<file path="config.mk">
export PLATFORM = sky130hd
export DESIGN_NAME = dtree_feature_loader
export DESIGN_NICKNAME = d
export VERILOG_FILES = /design/src/rtl/dtree_feature_loader.sv
export SDC_FILE = /design/constraint.sdc
export NUM_CORES = 1
export LEC_CHECK = 0
export CAP_MARGIN = 20
export CORE_ASPECT_RATIO = 0.6
export CORE_MARGIN = 5
export CORE_UTILIZATION = 41
export DETAILED_ROUTE_END_ITERATION = 10
export GPL_TIMING_DRIVEN = 0
export PLACE_DENSITY = 0.73
export SETUP_SLACK_MARGIN = 0.2
export SYNTH_ARGS = -nofsm -noshare
export SYNTH_HDL_FRONTEND = slang
export SYNTH_SLANG_ARGS = --single-unit
</file>
<file path="constraint.sdc">
create_clock -name clk -period 2.55 [get_ports clk]
set_input_delay 0.3825 -clock clk [delete_from_list [all_inputs] [get_ports clk]]
set_output_delay 0.3825 -clock clk [all_outputs]
set_load 0.1 [all_outputs]
</file>
<file path="src/rtl/dtree_feature_loader.sv">
`default_nettype none
// ============================================================================
// Module      : dtree_feature_loader
// Description : Streams one feature frame per sample and captures five indexed
//               bytes for the tree classifier; flags short/long frames.
// Revision    : 1.0 - initial release
// ============================================================================
module dtree_feature_loader #(
    parameter int NUM_FEATURES = 279,
    parameter int IDX_A        = 13,
    parameter int IDX_B        = 27,
    parameter int IDX_C        = 235,
    parameter int IDX_D        = 264,
    parameter int IDX_E        = 278
) (
    input  logic        clk,
    input  logic        rst_n,
    input  logic        in_valid,
    input  logic [7:0]  in_data,
    input  logic        in_last,
    output logic        in_ready,
    output logic [7:0]  X13,
    output logic [7:0]  X27,
    output logic [7:0]  X235,
    output logic [7:0]  X264,
    output logic [7:0]  X278,
    output logic        out_valid,
    input  logic        out_ready,
    output logic        err,
    output logic [15:0] frame_cnt
);

    localparam logic [8:0] c_LAST_IDX = 9'(NUM_FEATURES - 1);
    localparam logic [8:0] c_IDX_A    = 9'(IDX_A);
    localparam logic [8:0] c_IDX_B    = 9'(IDX_B);
    localparam logic [8:0] c_IDX_C    = 9'(IDX_C);
    localparam logic [8:0] c_IDX_D    = 9'(IDX_D);
    localparam logic [8:0] c_IDX_E    = 9'(IDX_E);

    typedef enum logic [1:0] {
        S_COLLECT = 2'd0,
        S_HOLD    = 2'd1,
        S_DROP    = 2'd2
    } state_t;

    state_t      r_state;
    state_t      w_state_nxt;
    logic [8:0]  r_idx;
    logic [8:0]  w_idx_nxt;
    logic        r_err;
    logic        w_err_nxt;
    logic [15:0] r_frame_cnt;
    logic [7:0]  r_x_a;
    logic [7:0]  r_x_b;
    logic [7:0]  r_x_c;
    logic [7:0]  r_x_d;
    logic [7:0]  r_x_e;
    logic        w_xfer;
    logic        w_collect;
    logic        w_handoff;
    logic        w_is_last_idx;

    assign in_ready      = (r_state != S_HOLD);
    assign w_xfer        = in_valid & in_ready;
    assign w_collect     = w_xfer & (r_state == S_COLLECT);
    assign w_handoff     = (r_state == S_HOLD) & out_ready;
    assign w_is_last_idx = (r_idx == c_LAST_IDX);

    always_ff @(posedge clk or negedge rst_n) begin
        if (!rst_n) begin
            r_state <= S_COLLECT;
            r_idx   <= 9'd0;
            r_err   <= 1'b0;
        end else begin
            r_state <= w_state_nxt;
            r_idx   <= w_idx_nxt;
            r_err   <= w_err_nxt;
        end
    end

    always_comb begin
        w_state_nxt = r_state;
        w_idx_nxt   = r_idx;
        w_err_nxt   = 1'b0;
        case (r_state)
            S_COLLECT: begin
                if (w_xfer) begin
                    if (in_last) begin
                        w_idx_nxt = 9'd0;
                        if (w_is_last_idx) begin
                            w_state_nxt = S_HOLD;
                        end else begin
                            w_err_nxt = 1'b1;
                        end
                    end else if (w_is_last_idx) begin
                        // Frame overran its length: flag once, then swallow the tail.
                        w_err_nxt   = 1'b1;
                        w_idx_nxt   = 9'd0;
                        w_state_nxt = S_DROP;
                    end else begin
                        w_idx_nxt = r_idx + 9'd1;
                    end
                end
            end
            S_HOLD: begin
                if (out_ready) begin
                    w_state_nxt = S_COLLECT;
                end
            end
            S_DROP: begin
                if (w_xfer && in_last) begin
                    w_state_nxt = S_COLLECT;
                    w_idx_nxt   = 9'd0;
                end
            end
            default: begin
                w_state_nxt = S_COLLECT;
                w_idx_nxt   = 9'd0;
            end
        endcase
    end

    // Feature registers are never cleared between frames, only overwritten.
    always_ff @(posedge clk or negedge rst_n) begin
        if (!rst_n) begin
            r_x_a <= 8'd0;
            r_x_b <= 8'd0;
            r_x_c <= 8'd0;
            r_x_d <= 8'd0;
            r_x_e <= 8'd0;
        end else if (w_collect) begin
            if (r_idx == c_IDX_A) r_x_a <= in_data;
            if (r_idx == c_IDX_B) r_x_b <= in_data;
            if (r_idx == c_IDX_C) r_x_c <= in_data;
            if (r_idx == c_IDX_D) r_x_d <= in_data;
            if (r_idx == c_IDX_E) r_x_e <= in_data;
        end
    end

    always_ff @(posedge clk or negedge rst_n) begin
        if (!rst_n) begin
            r_frame_cnt <= 16'd0;
        end else if (w_handoff) begin
            r_frame_cnt <= r_frame_cnt + 16'd1;
        end
    end

    assign X13       = r_x_a;
    assign X27       = r_x_b;
    assign X235      = r_x_c;
    assign X264      = r_x_d;
    assign X278      = r_x_e;
    assign out_valid = (r_state == S_HOLD);
    assign err       = r_err;
    assign frame_cnt = r_frame_cnt;

endmodule
`default_nettype wire

</file>
### After elaboration in Yosys (flattened, before gate mapping)

Index checks and enable logic that the tools add are counted.

| operators by class | value |
|---|---|
| equality and inequality tests | 12 |
| muxes and demuxes | 17 |
| $add $sub $neg | 2 |
| reductions and logical operators | 9 |
| bitwise logic cells | 4 |

Operators with widths:

| kind | count |
|---|---|
| 2-to-1 mux 9 bit | 4 |
| one-hot mux 9 bit (3 select lines) | 1 |
| equality test 9 bit (second input constant) | 2 |
| adder 16 x 1 -> 16 bit (second input constant) | 1 |
| 2-to-1 mux 2 bit | 6 |
| AND reduction 2 bit | 5 |
| adder 9 x 1 -> 9 bit (second input constant) | 1 |
| equality test 9 x 4 -> 1 bit (second input constant) | 1 |
| equality test 9 x 5 -> 1 bit (second input constant) | 1 |
| equality test 9 x 8 -> 1 bit (second input constant) | 1 |
| inequality test 2 bit (second input constant) | 3 |
| one-hot mux 2 bit (3 select lines) | 1 |
| 2-to-1 mux 1 bit | 5 |
| inequality test 2 x 1 -> 1 bit (second input constant) | 2 |
| AND reduction 4 bit | 1 |
| AND 1 bit | 3 |
| AND reduction 3 bit | 1 |
| equality test 2 x 1 -> 1 bit (second input constant) | 1 |
| equality test 2 bit (second input constant) | 1 |
| logical NOT 2 bit | 1 |
| logical AND 1 bit | 1 |
| inverter 1 bit | 1 |

| word-level totals | value |
|---|---|
| bits in registers | 68 |
| word-level logic and storage cells | 53 |
| input bits | 13 |

### Longest topological paths before layout

| depth | value |
|---|---|
| word-level depth | 5 |
| depth in mapped cells | 6 |
| gate-level depth less buffers | 6 |

### Least setup slack after synthesis

OpenSTA, ideal clock, no wires.

| path | value |
|---|---|
| path kind | flip-flop to output port |
| from | register r_state[0] |
| to | output in_ready |
| cell stages (with the launch flop) | 4 |
| slack | -0.660 ns |
| data required time | 2.168 ns |
| arrival time | 2.827 ns |
| cell sequence | dfrtp_1 > buf_6 > nor2b_1 > inv_1 |

| on the way | value |
|---|---|
| word-level cells in the longest chain between the ends | 1 |

RTL lines:

| element | RTL line | RTL |
|---|---|---|
| from (decl) | 46 | `state_t r_state;` |
| from (signal assigned) | 75 | `r_state <= w_state_nxt;` |
| inequality test 2 x 1 -> 1 bit | 63 | `assign in_ready = (r_state != S_HOLD);` |
| to (decl) | 21 | `output logic in_ready,` |

No other way between the ends.

### Final worst setup path

| path | value |
|---|---|
| from | register r_frame_cnt[0] (netlist: frame_cnt[0]) |
| to | output frame_cnt[0] |

RTL lines:

| element | RTL line | RTL |
|---|---|---|
| from (decl) | 52 | `logic [15:0] r_frame_cnt;` |
| from (signal assigned) | 144 | `r_frame_cnt <= r_frame_cnt + 16'd1;` |
| to (decl) | 30 | `output logic [15:0] frame_cnt` |

No word-level cell between the ends.

==> results by group <==
Outcome
  • Run status: finished, final reports clean

Power
  • Maximum VDD drop: about 0.46 mV
  • Sequential power share: 0.406
  • Sw Pwr: between 0.0005 and 0.0006 W
  • Sw frac: 0.2133
  • Internal power: about 0.0022 W
  • Leakage: between 2 and 2.5 nW
  • Pwr Density: ~650 mW/mm^2
  • Clock share of power: 0.535
  • Combinational power share: 0.059

Timing
  • Final Cycle Share: 0.9057
  • Worst hold slack: roughly 160 ps
  • Fmax: around 430 MHz
  • Setup Skew: 5.157 ps
  • # setup viols final: 0
  • RSZ-0062 raised after global routing: no
  • Max-slew violations: 0
  • Slew @ Worst Pin: ~1000 ps
  • Fin crit period: 2310 ps
  • Final-report hold violation count: 0
  • Slew headroom: 0.3101

Floorplanning
  • Starting Density: 0.4184
  • IO Pins: 72
  • Core area: a little over 0.007 mm^2
  • Die area: 0.009226 mm^2
  • Die width: 120.7 um
  • Row cnt: 24
  • Die H: approximately 76 um

Synthesis
  • Xor-xnor portion of the synthesized cell area: 0.05519
  • FFs w/ async S/R, synth: 1.000
  • Post-Synth Adder-Cell Area: 0.02075
  • Library cells used by synthesis: between 40 and 50
  • #FFs+latches synth: between 60 and 70
  • Post-synth top flop: dfrtp_1
  • Synthesized Nets: ~250
  • Synth top area share: 0.5643
  • Avg Inst Size Synth: around 13 um^2
  • Number of synthesized flops with an enable pin: 0
  • Synth Area in Compound Gates: 0.02573
  • Largest family of logic cells by synthesized area: multiplexers
  • Synth top cells by count: 68 x dfrtp_1, 33 x mux2_2, 16 x nand2_1
  • Simple-gate share of the synthesized area: 0.1465
  • Most instantiated library cell after synthesis: dfrtp_1
  • Post-synth top area cell: dfrtp_1
  • Ys Warns: 0
  • Dominant cells by area after synthesis: dfrtp_1 56%, mux2_2 12%, mux2_4 4.0%
  • Post-synthesis mux area share: 0.1664
  • Cell count after synthesis: approximately 230
  • Syn Std Cell Area: around 0.003 mm^2
  • Sequential area share after synthesis: 0.5643

Routing
  • Final ANT Viol Nets: 0
  • Routed length per placed instance: around 17 um
  • Vias per cell: about 5
  • Post-Route WL: 6.849 mm
  • First-iteration detailed-routing DRC count: 139
  • Drt drc: 0
  • Via count: about 2100
  • First-pass detailed-route iteration total: 4

Final layout
  • Share of layout cells above drive strength 1: 0.2327
  • Final non-filler cell area: between 0.004 and 0.005 mm^2
  • Number of fill cells: 574
  • Fin nets: 331
  • Ant. Diodes: 0
  • Non-Filler Instances: about 410
  • Multi-input logic area: around 0.0013 mm^2
  • Area growth from synthesis to layout: 40.08%
  • FF/Latch Area: 0.001702 mm^2

Critical path
  • Crit path launch type: flip-flop
  • Worst Path Arrival: 1930 ps
  • Req. time, crit path: between 2000 and 2500 ps
  • Worst path max stage delay: ~1200 ps
  • Worst Path Class, Setup: reg -> out
  • Slowest cell on crit path: clkdlybuf4s50_1
  • Crit path max-delay family: buffers and inverters
  • CP cell instances: clkdlybuf4s50_1
  • Nature of the critical path endpoint: output pin
  • Critical Path Fanout Max: 5
  • Bufs and invs on worst path: 1

Placed design
  • I/O Buffers: slightly above 70
  • Placer Congestion: between 0.7 and 0.8
  • Placed cells: a little under 400
  • Placed Area: slightly below 0.004 mm^2
  • Hpwl dp: 4.783 mm

GRT
  • Largest net degree at the start of global routing: 69
  • First-pass GRT wire length: 11.55 mm
  • Total global routing overflow: 0
  • Vias in the first global route: between 2000 and 2500
  • Gr usage total: 0.1582
  • Antenna violations before repair: 0

Clock network
  • CTS hold repair buffers: 0
  • CTS tree: done
  • Clock Pin Slew Worst Setup and Hold Paths: approximately 60 ps
  • CTS Buf Count: 9
  • CTS Buffer Depth: 2
  • Clk sinks: 68
  • H-tree Lvls: 3
  • Root Driver: clkbuf_16
  • Worst-Skew Late Latency: approximately 330 ps

Hold path
  • Tightest Hold Check Type: in -> async

Run
  • Max-Cap Viols: 0
## power by group through the flow
stage	logic [W]	clock network, W	registers, W
after floorplan	0.0000375	0	0.00118
after global placement	0.000159	0	0.00113
after detailed placement	0.000162	0	0.00113
after CTS	0.000163	0.00150	0.00111
after global routing	0.000174	0.00155	0.00111
final	0.000160	0.00147	0.00111
## cell families (layout without fill, tap and decap cells)
| logic type | after synthesis | after routing |
|---|---|---|
| and+or+nand+nor | 72 | 72 |
| xor gates and xnor gates | 19 | 19 |
| DFF | 68 | 68 |
| muxes | 42 | 42 |
| AOI/OAI and AO/OA | 13 | 13 |
| adders and majority gates | 5 | 5 |
| buffers and inverters | 10 | 99 |
## state kept, by name, indices dropped and copies added, names as in the netlist
register and flops:
err 1, X27 8, X13 8, X278 8, X235 8, X264 8
frame_cnt 16, r_idx 9, r_state 2
## what timing repair did
action	in CTS	in global routing
pin swaps	0	1
buffers inserted	0	2
gates resized for setup	2	3
setup endpoints to repair	2	11
## layout make-up
| class | instances | area share |
|---|---|---|
| multi-input cells | 151 | 0.2977 |
| flip-flops and latches | 68 | 0.4028 |
| clock inverters | 5 | 0.02518 |
| clock buffers | 11 | 0.05983 |
| inverters | 4 | 0.003555 |
| repair buffers | 73 | 0.1724 |
| well taps | 91 | 0.02695 |
| plain buffers | 6 | 0.01155 |
## worst paths after layout
check / endpoint / startpoint / slack [ps] / cells past startpoint
max: frame_cnt[0] / frame_cnt[0] / 240 / 1
max reg2reg: X235[7] / r_idx[1] / 350 / 6
max in group asynchronous: X27[3] / rst_n / 1850 / 1
min: X13[7] / rst_n / 160 / 1
min reg2reg: frame_cnt[15] / frame_cnt[15] / 470 / 1
min in group clk: frame_cnt[15] / frame_cnt[15] / 470 / 1
## stage by stage
stage | setup WS (ps) | power, W | setup TNS, ps | utilization
6_report | 240.5 | 0.002738 | 0 | 0.5861
3_5_place_dp | -99.09 | 0.001292 | -716.0 | 0.5335
4_1_cts | 214.5 | 0.002774 | 0 | 0.5830
3_3_place_gp | -1135 | 0.001288 | -77480 | 0.5339
2_1_floorplan | 306.2 | 0.001214 | 0 | -
5_1_grt | 205.1 | 0.002839 | 0 | 0.5861
## placed cells by master (no fill, tap or decap), types with 2 or more instances in the layout
master	count
dfrtp_1	68
clkdlybuf4s50_1	65
mux2_2	33
nand2_1	16
xnor2_1	12
nand3_1	10
nor2_1	9
clkbuf_16	9
mux2_4	8
xor2_1	7
a21oi_1	5
ha_1	5
nand4_1	4
nor3_1	4
or3_1	4
buf_6	3
inv_1	3
buf_2	3
nor4_1	3
and3_1	3
o21ai_0	3
bufinv_16	3
buf_4	3
dlymetal6s2s_1	3
and4b_1	2
o31ai_1	2
or4_1	2
nor4b_4	2
clkbuf_8	2
dlygate4sd2_1	2
## routing by layer
| metal | GRT usage | up-vias | wire length [um] |
|---|---|---|---|
| li1 | - | 983 | - |
| met1 | 0.2237 | 1018 | 3537 |
| met2 | 0.2279 | 72 | 2790 |
| met3 | 0.06306 | 9 | 446 |
| met4 | 0.03620 | 0 | 74 |
| met5 | 0 | - | 0 |
Power figures use the tool's default switching activity.
==> edit 1 (same settings) <==
Make the reset (`rst_n`) synchronous in 3 clocked blocks.
--- a/src/rtl/dtree_feature_loader.sv
+++ b/src/rtl/dtree_feature_loader.sv
@@ -66,7 +66,7 @@
     assign w_handoff     = (r_state == S_HOLD) & out_ready;
     assign w_is_last_idx = (r_idx == c_LAST_IDX);
 
-    always_ff @(posedge clk or negedge rst_n) begin
+    always_ff @(posedge clk) begin
         if (!rst_n) begin
             r_state <= S_COLLECT;
             r_idx   <= 9'd0;
@@ -121,7 +121,7 @@
     end
 
     // Feature registers are never cleared between frames, only overwritten.
-    always_ff @(posedge clk or negedge rst_n) begin
+    always_ff @(posedge clk) begin
         if (!rst_n) begin
             r_x_a <= 8'd0;
             r_x_b <= 8'd0;
@@ -137,7 +137,7 @@
         end
     end
 
-    always_ff @(posedge clk or negedge rst_n) begin
+    always_ff @(posedge clk) begin
         if (!rst_n) begin
             r_frame_cnt <= 16'd0;
         end else if (w_handoff) begin
Check against the original RTL: differs if rst_n is asserted again (counterexample within 4 cycles, from zero or initial values and one cycle with rst_n low); with rst_n held inactive, the same outputs for 10 cycles.
==> edit 1 against the unedited design <==
Cell area decreased by 6.7%; setup slack improved by 14 ps; highest routed layer unchanged; largest power group unchanged; sequential power decreased by 4%; non-clock buffer count increased by 6; register-to-register slack improved by 160 ps; area after synthesis decreased by 5.8%; fmax increased by 0.61%; power decreased by 12%; first-iteration DRC count decreased by 32%; routed wire length increased by 3.7%; sequential share of layout area decreased by 5.7 points; critical path depth unchanged; sequential cell count unchanged.
==> edit 1: results (changes against the unedited design) <==
Worst R2R Setup Slack: 510 ps (+160 ps)
Unique masters post-synth: 39 (-4.9%)
HP Class: reg -> reg
CP Launch Point: frame_cnt[11]
Critical Path AT: 1910 ps (-20 ps)
First-pass GRT wire length: 12000 um (+3.9%)
Top-area cell type share of the netlist area: 47.9% (-8.5 points)
Synthesized area per cell: 9.50 sq um (-28%)
CP Max Fanout: 7 (+2)
Worst hold slack: 459 ps (+300 ps)
VDD IR max: 0.346 mV (-24%)
FF/Latch Area: 1360 sq um (-20%)
Top post-synthesis cells by count: dfxtp_1 (68), mux2i_1 (41), nand2_1 (39)
Status: finished clean
Nets: 398 (+20%)
Asr flop ratio synth: 0% (-100 points)
Wire length on met2: 3000 um (+7.4%)
Top Metal Used: met4
Place WS: 96.2 ps (+195 ps)
Vias in the first global route: 2499 (+15%)
Reg2reg start: r_idx[1]
Synth Flop Type: dfxtp_1
Int Pwr: 1.86 mW (-13%)
Wire length per cell: 15.0 um (-10%)
Synth warnings: 0 (unchanged)
Clock skew: 7.96 ps (+2.81 ps)
DP Wirelength: 5180 um (+8.3%)
Syn Nets: 317 (+28%)
Layout cells sized above 1: 6.75% (-17 points)
Lkg Pwr: 1.61 nW (-20%)
Starting DRC count in detailed routing: 95 (-32%)
Largest net degree at the start of global routing: 14 (-80%)
FILL cells: 612 (+6.6%)
DR vias: 2431 (+17%)
DRT met1 WL: 3600 um (+1.6%)
Setup ws final: 255 ps (+14.0 ps)
-- edit 1: cell families (layout without fill, tap and decap cells) --
logic type | after synthesis | after routing | synth area share, %
simple gates | 122 | 122 | 22.0
flops | 68 | 68 | 47.9
mux | 41 | 41 | 14.4
compound gates | 30 | 30 | 6.52
buf+inv | 21 | 107 | 3.21
xor+xnor | 12 | 12 | 3.70
fa+ha+maj | 5 | 5 | 2.20
-- edit 1: layer usage --
layer / GRT usage (%) / up-vias
met2: 26.3 / 70
met3: 6.53 / 7
met1: 22.2 / 1142
met5: 0 / -
met4: 4.83 / 0
li1: - / 1212
-- edit 1: per-stage QoR --
stage	power, mW	instance area [sq um]	util [%]
2_1_floorplan	1.14	2840	-
3_3_place_gp	1.18	3650	54.5
3_5_place_dp	1.18	3650	54.5
4_1_cts	2.42	3950	58.9
5_1_grt	2.48	3940	58.8
6_report	2.40	3940	58.8
-- edit 1: cell type report --
type	count	area share, %
buffer	15	1.78
timing repair buffer	70	17.5
multi-input combinational	210	35.2
clock inverter	6	1.84
sequential	68	34.5
inverter	6	0.571
tap	87	2.76
clock buffer	10	5.81
-- edit 1: final timing paths --
| kind | endpoint | cells past startpoint |
|---|---|---|
| setup / recovery | frame_cnt[11] | 1 |
| hold / removal | X278[7] | 2 |
| setup reg to reg | X27[7] | 5 |
| hold reg to reg | X278[7] | 2 |
-- edit 1: what timing repair did --
item | 4_1_cts | 5_1_grt
gates resized for setup | 4 | 4
hold buffers | 0 | 0
setup endpoints to repair | 4 | 2
-- edit 1: power groups by stage --
stage / Clock (mW) / Combinational [mW] / Sequential (mW)
finish: 1.24 / 0.0899 / 1.07
global route: 1.31 / 0.0985 / 1.07
CTS: 1.25 / 0.0905 / 1.07
detailed placement: 0 / 0.0896 / 1.09
global placement: 0 / 0.0892 / 1.09
floorplan: 0 / 0.0446 / 1.10
==> edit 2 (same flow settings) <==
Made on the original files. `IDX_D`: 264 -> 132.
--- a/src/rtl/dtree_feature_loader.sv
+++ b/src/rtl/dtree_feature_loader.sv
@@ -10,7 +10,7 @@
     parameter int IDX_A        = 13,
     parameter int IDX_B        = 27,
     parameter int IDX_C        = 235,
-    parameter int IDX_D        = 264,
+    parameter int IDX_D        = 132,
     parameter int IDX_E        = 278
 ) (
     input  logic        clk,
Formal check against the unedited RTL: same outputs for any inputs over 10 cycles, from zero or initial values and one cycle with rst_n low; that may be too few to reach the edited logic, so the function may still have changed.
==> edit 2 against the unedited design <==
Cell area down 2.2%; setup slack better by 20 ps; hold slack better by 6.2 ps; routed wire length is 3.8% lower; critical endpoint is now frame_cnt[2]; sequential cell count unchanged; power shrank 3.7%; largest power group unchanged; area after synthesis shrank 1.8%; synthesized cell count shrank 2.2%; highest routed layer unchanged.
==> edit 2: results (changes against the unedited design) <==
Place WS: 149 ps (+248 ps)
Global Route Usage Sum: 15.7% (-0.17 points)
Asr flop ratio synth: 100% (unchanged)
Combinational share of power: 7.2% (+1.3 points)
Xor/xnor share of the synthesized area: 5.62% (+0.10 points)
Clock skew: 5.05 ps (-0.111 ps)
Top post-synthesis cells by count: dfrtp_1 (68), mux2_2 (40), nand2_1 (14), xnor2_1 (14), nand3_1 (10)
Layout Cells excl Fill: 402 (-1.7%)
Clk pwr: 1.34 mW (-9%)
Reg2reg start: r_idx[0]
FF-to-FF End: r_idx[8]
Multiplexer share of the synthesized area: 15.9% (-0.70 points)
DRT met1 WL: 3120 um (-12%)
Vias in the first global route: 2100 (-3.4%)
Wire length on met2: 2780 um (-0.39%)
CTS H-tree lvls: 3 (unchanged)
Worst r2r path cells: 6 (unchanged)
Slew margin rel.: 31.7% (+0.69 points)
CP Max Fanout: 4 (-1)
Via/cell ratio: 5.15 (+1.3%)
Int Pwr: 2.03 mW (-5.6%)
Critical Path AT: 1910 ps (-20 ps)
Ranking of synthesized cells by area: dfrtp_1 (57%), mux2_2 (15%), xnor2_1 (4.1%)
Dpl cells: 386 (-1.3%)
Worst hold slack: 165 ps (+6.16 ps)
Lkg Pwr: 1.94 nW (-2.9%)
Clock group share of total power: 50.7% (-2.8 points)
DP Wirelength: 4590 um (-4.1%)
Adder-Cell Fraction of Synth Area: 2.11% (+0.039 points)
Placed Area: 3790 sq um (-1.4%)
Metal3 WL: 637 um (+43%)
Synthesized area per cell: 13.2 sq um (+0.37%)
VDD IR max: 0.344 mV (-25%)
Cts repair resizes: 2 (unchanged)
RD Place Congestion: 0.838 (+7.0%)
Syn Nets: 242 (-2.0%)
Layout cells sized above 1: 22.2% (-1.1 points)
Sequential area share after synthesis: 57.5% (+1.0 points)
CP Launch Point: frame_cnt[2]
Unique masters post-synth: 39 (-4.9%)
Nets: 324 (-2.1%)
First-pass DRT Iterations: 4 (unchanged)
Status: finished clean
Synth warnings: 0 (unchanged)
Wire length per cell: 16.4 um (-2.1%)
Starting DRC count in detailed routing: 103 (-26%)
First-pass GRT wire length: 10700 um (-7.3%)
## edit 2: how the worst max path moves through the flow
| stage | to | slack [ps] | depth (start not counted) |
|---|---|---|---|
| 2_1_floorplan | frame_cnt[13] | 320 | 4 |
| 3_3_place_gp | X235[4] | -1150 | 1 |
| 3_5_place_dp | X13[6] | 150 | 5 |
| 4_1_cts | frame_cnt[0] | 200 | 1 |
| 5_1_grt | out_valid | 200 | 3 |
| 6_report | frame_cnt[2] | 260 | 1 |
## edit 2: layer usage
| layer | global-route usage (%) | up-vias |
|---|---|---|
| li1 | - | 971 |
| met3 | 8.01 | 7 |
| met2 | 22.1 | 71 |
| met4 | 4.95 | 0 |
| met1 | 21.0 | 1023 |
| met5 | 0 | - |
## edit 2: cell type report
class                           count  area, sq um
Fill cell                         627         3020
Sequential cell                    68         1700
Multi-Input combinational cell    147         1230
Timing Repair Buffer               71          718
Clock buffer                       10          239
Tap cell                           91          114
Clock inverter                      6         86.3
Buffer                              5         23.8
Inverter                            4         15.0
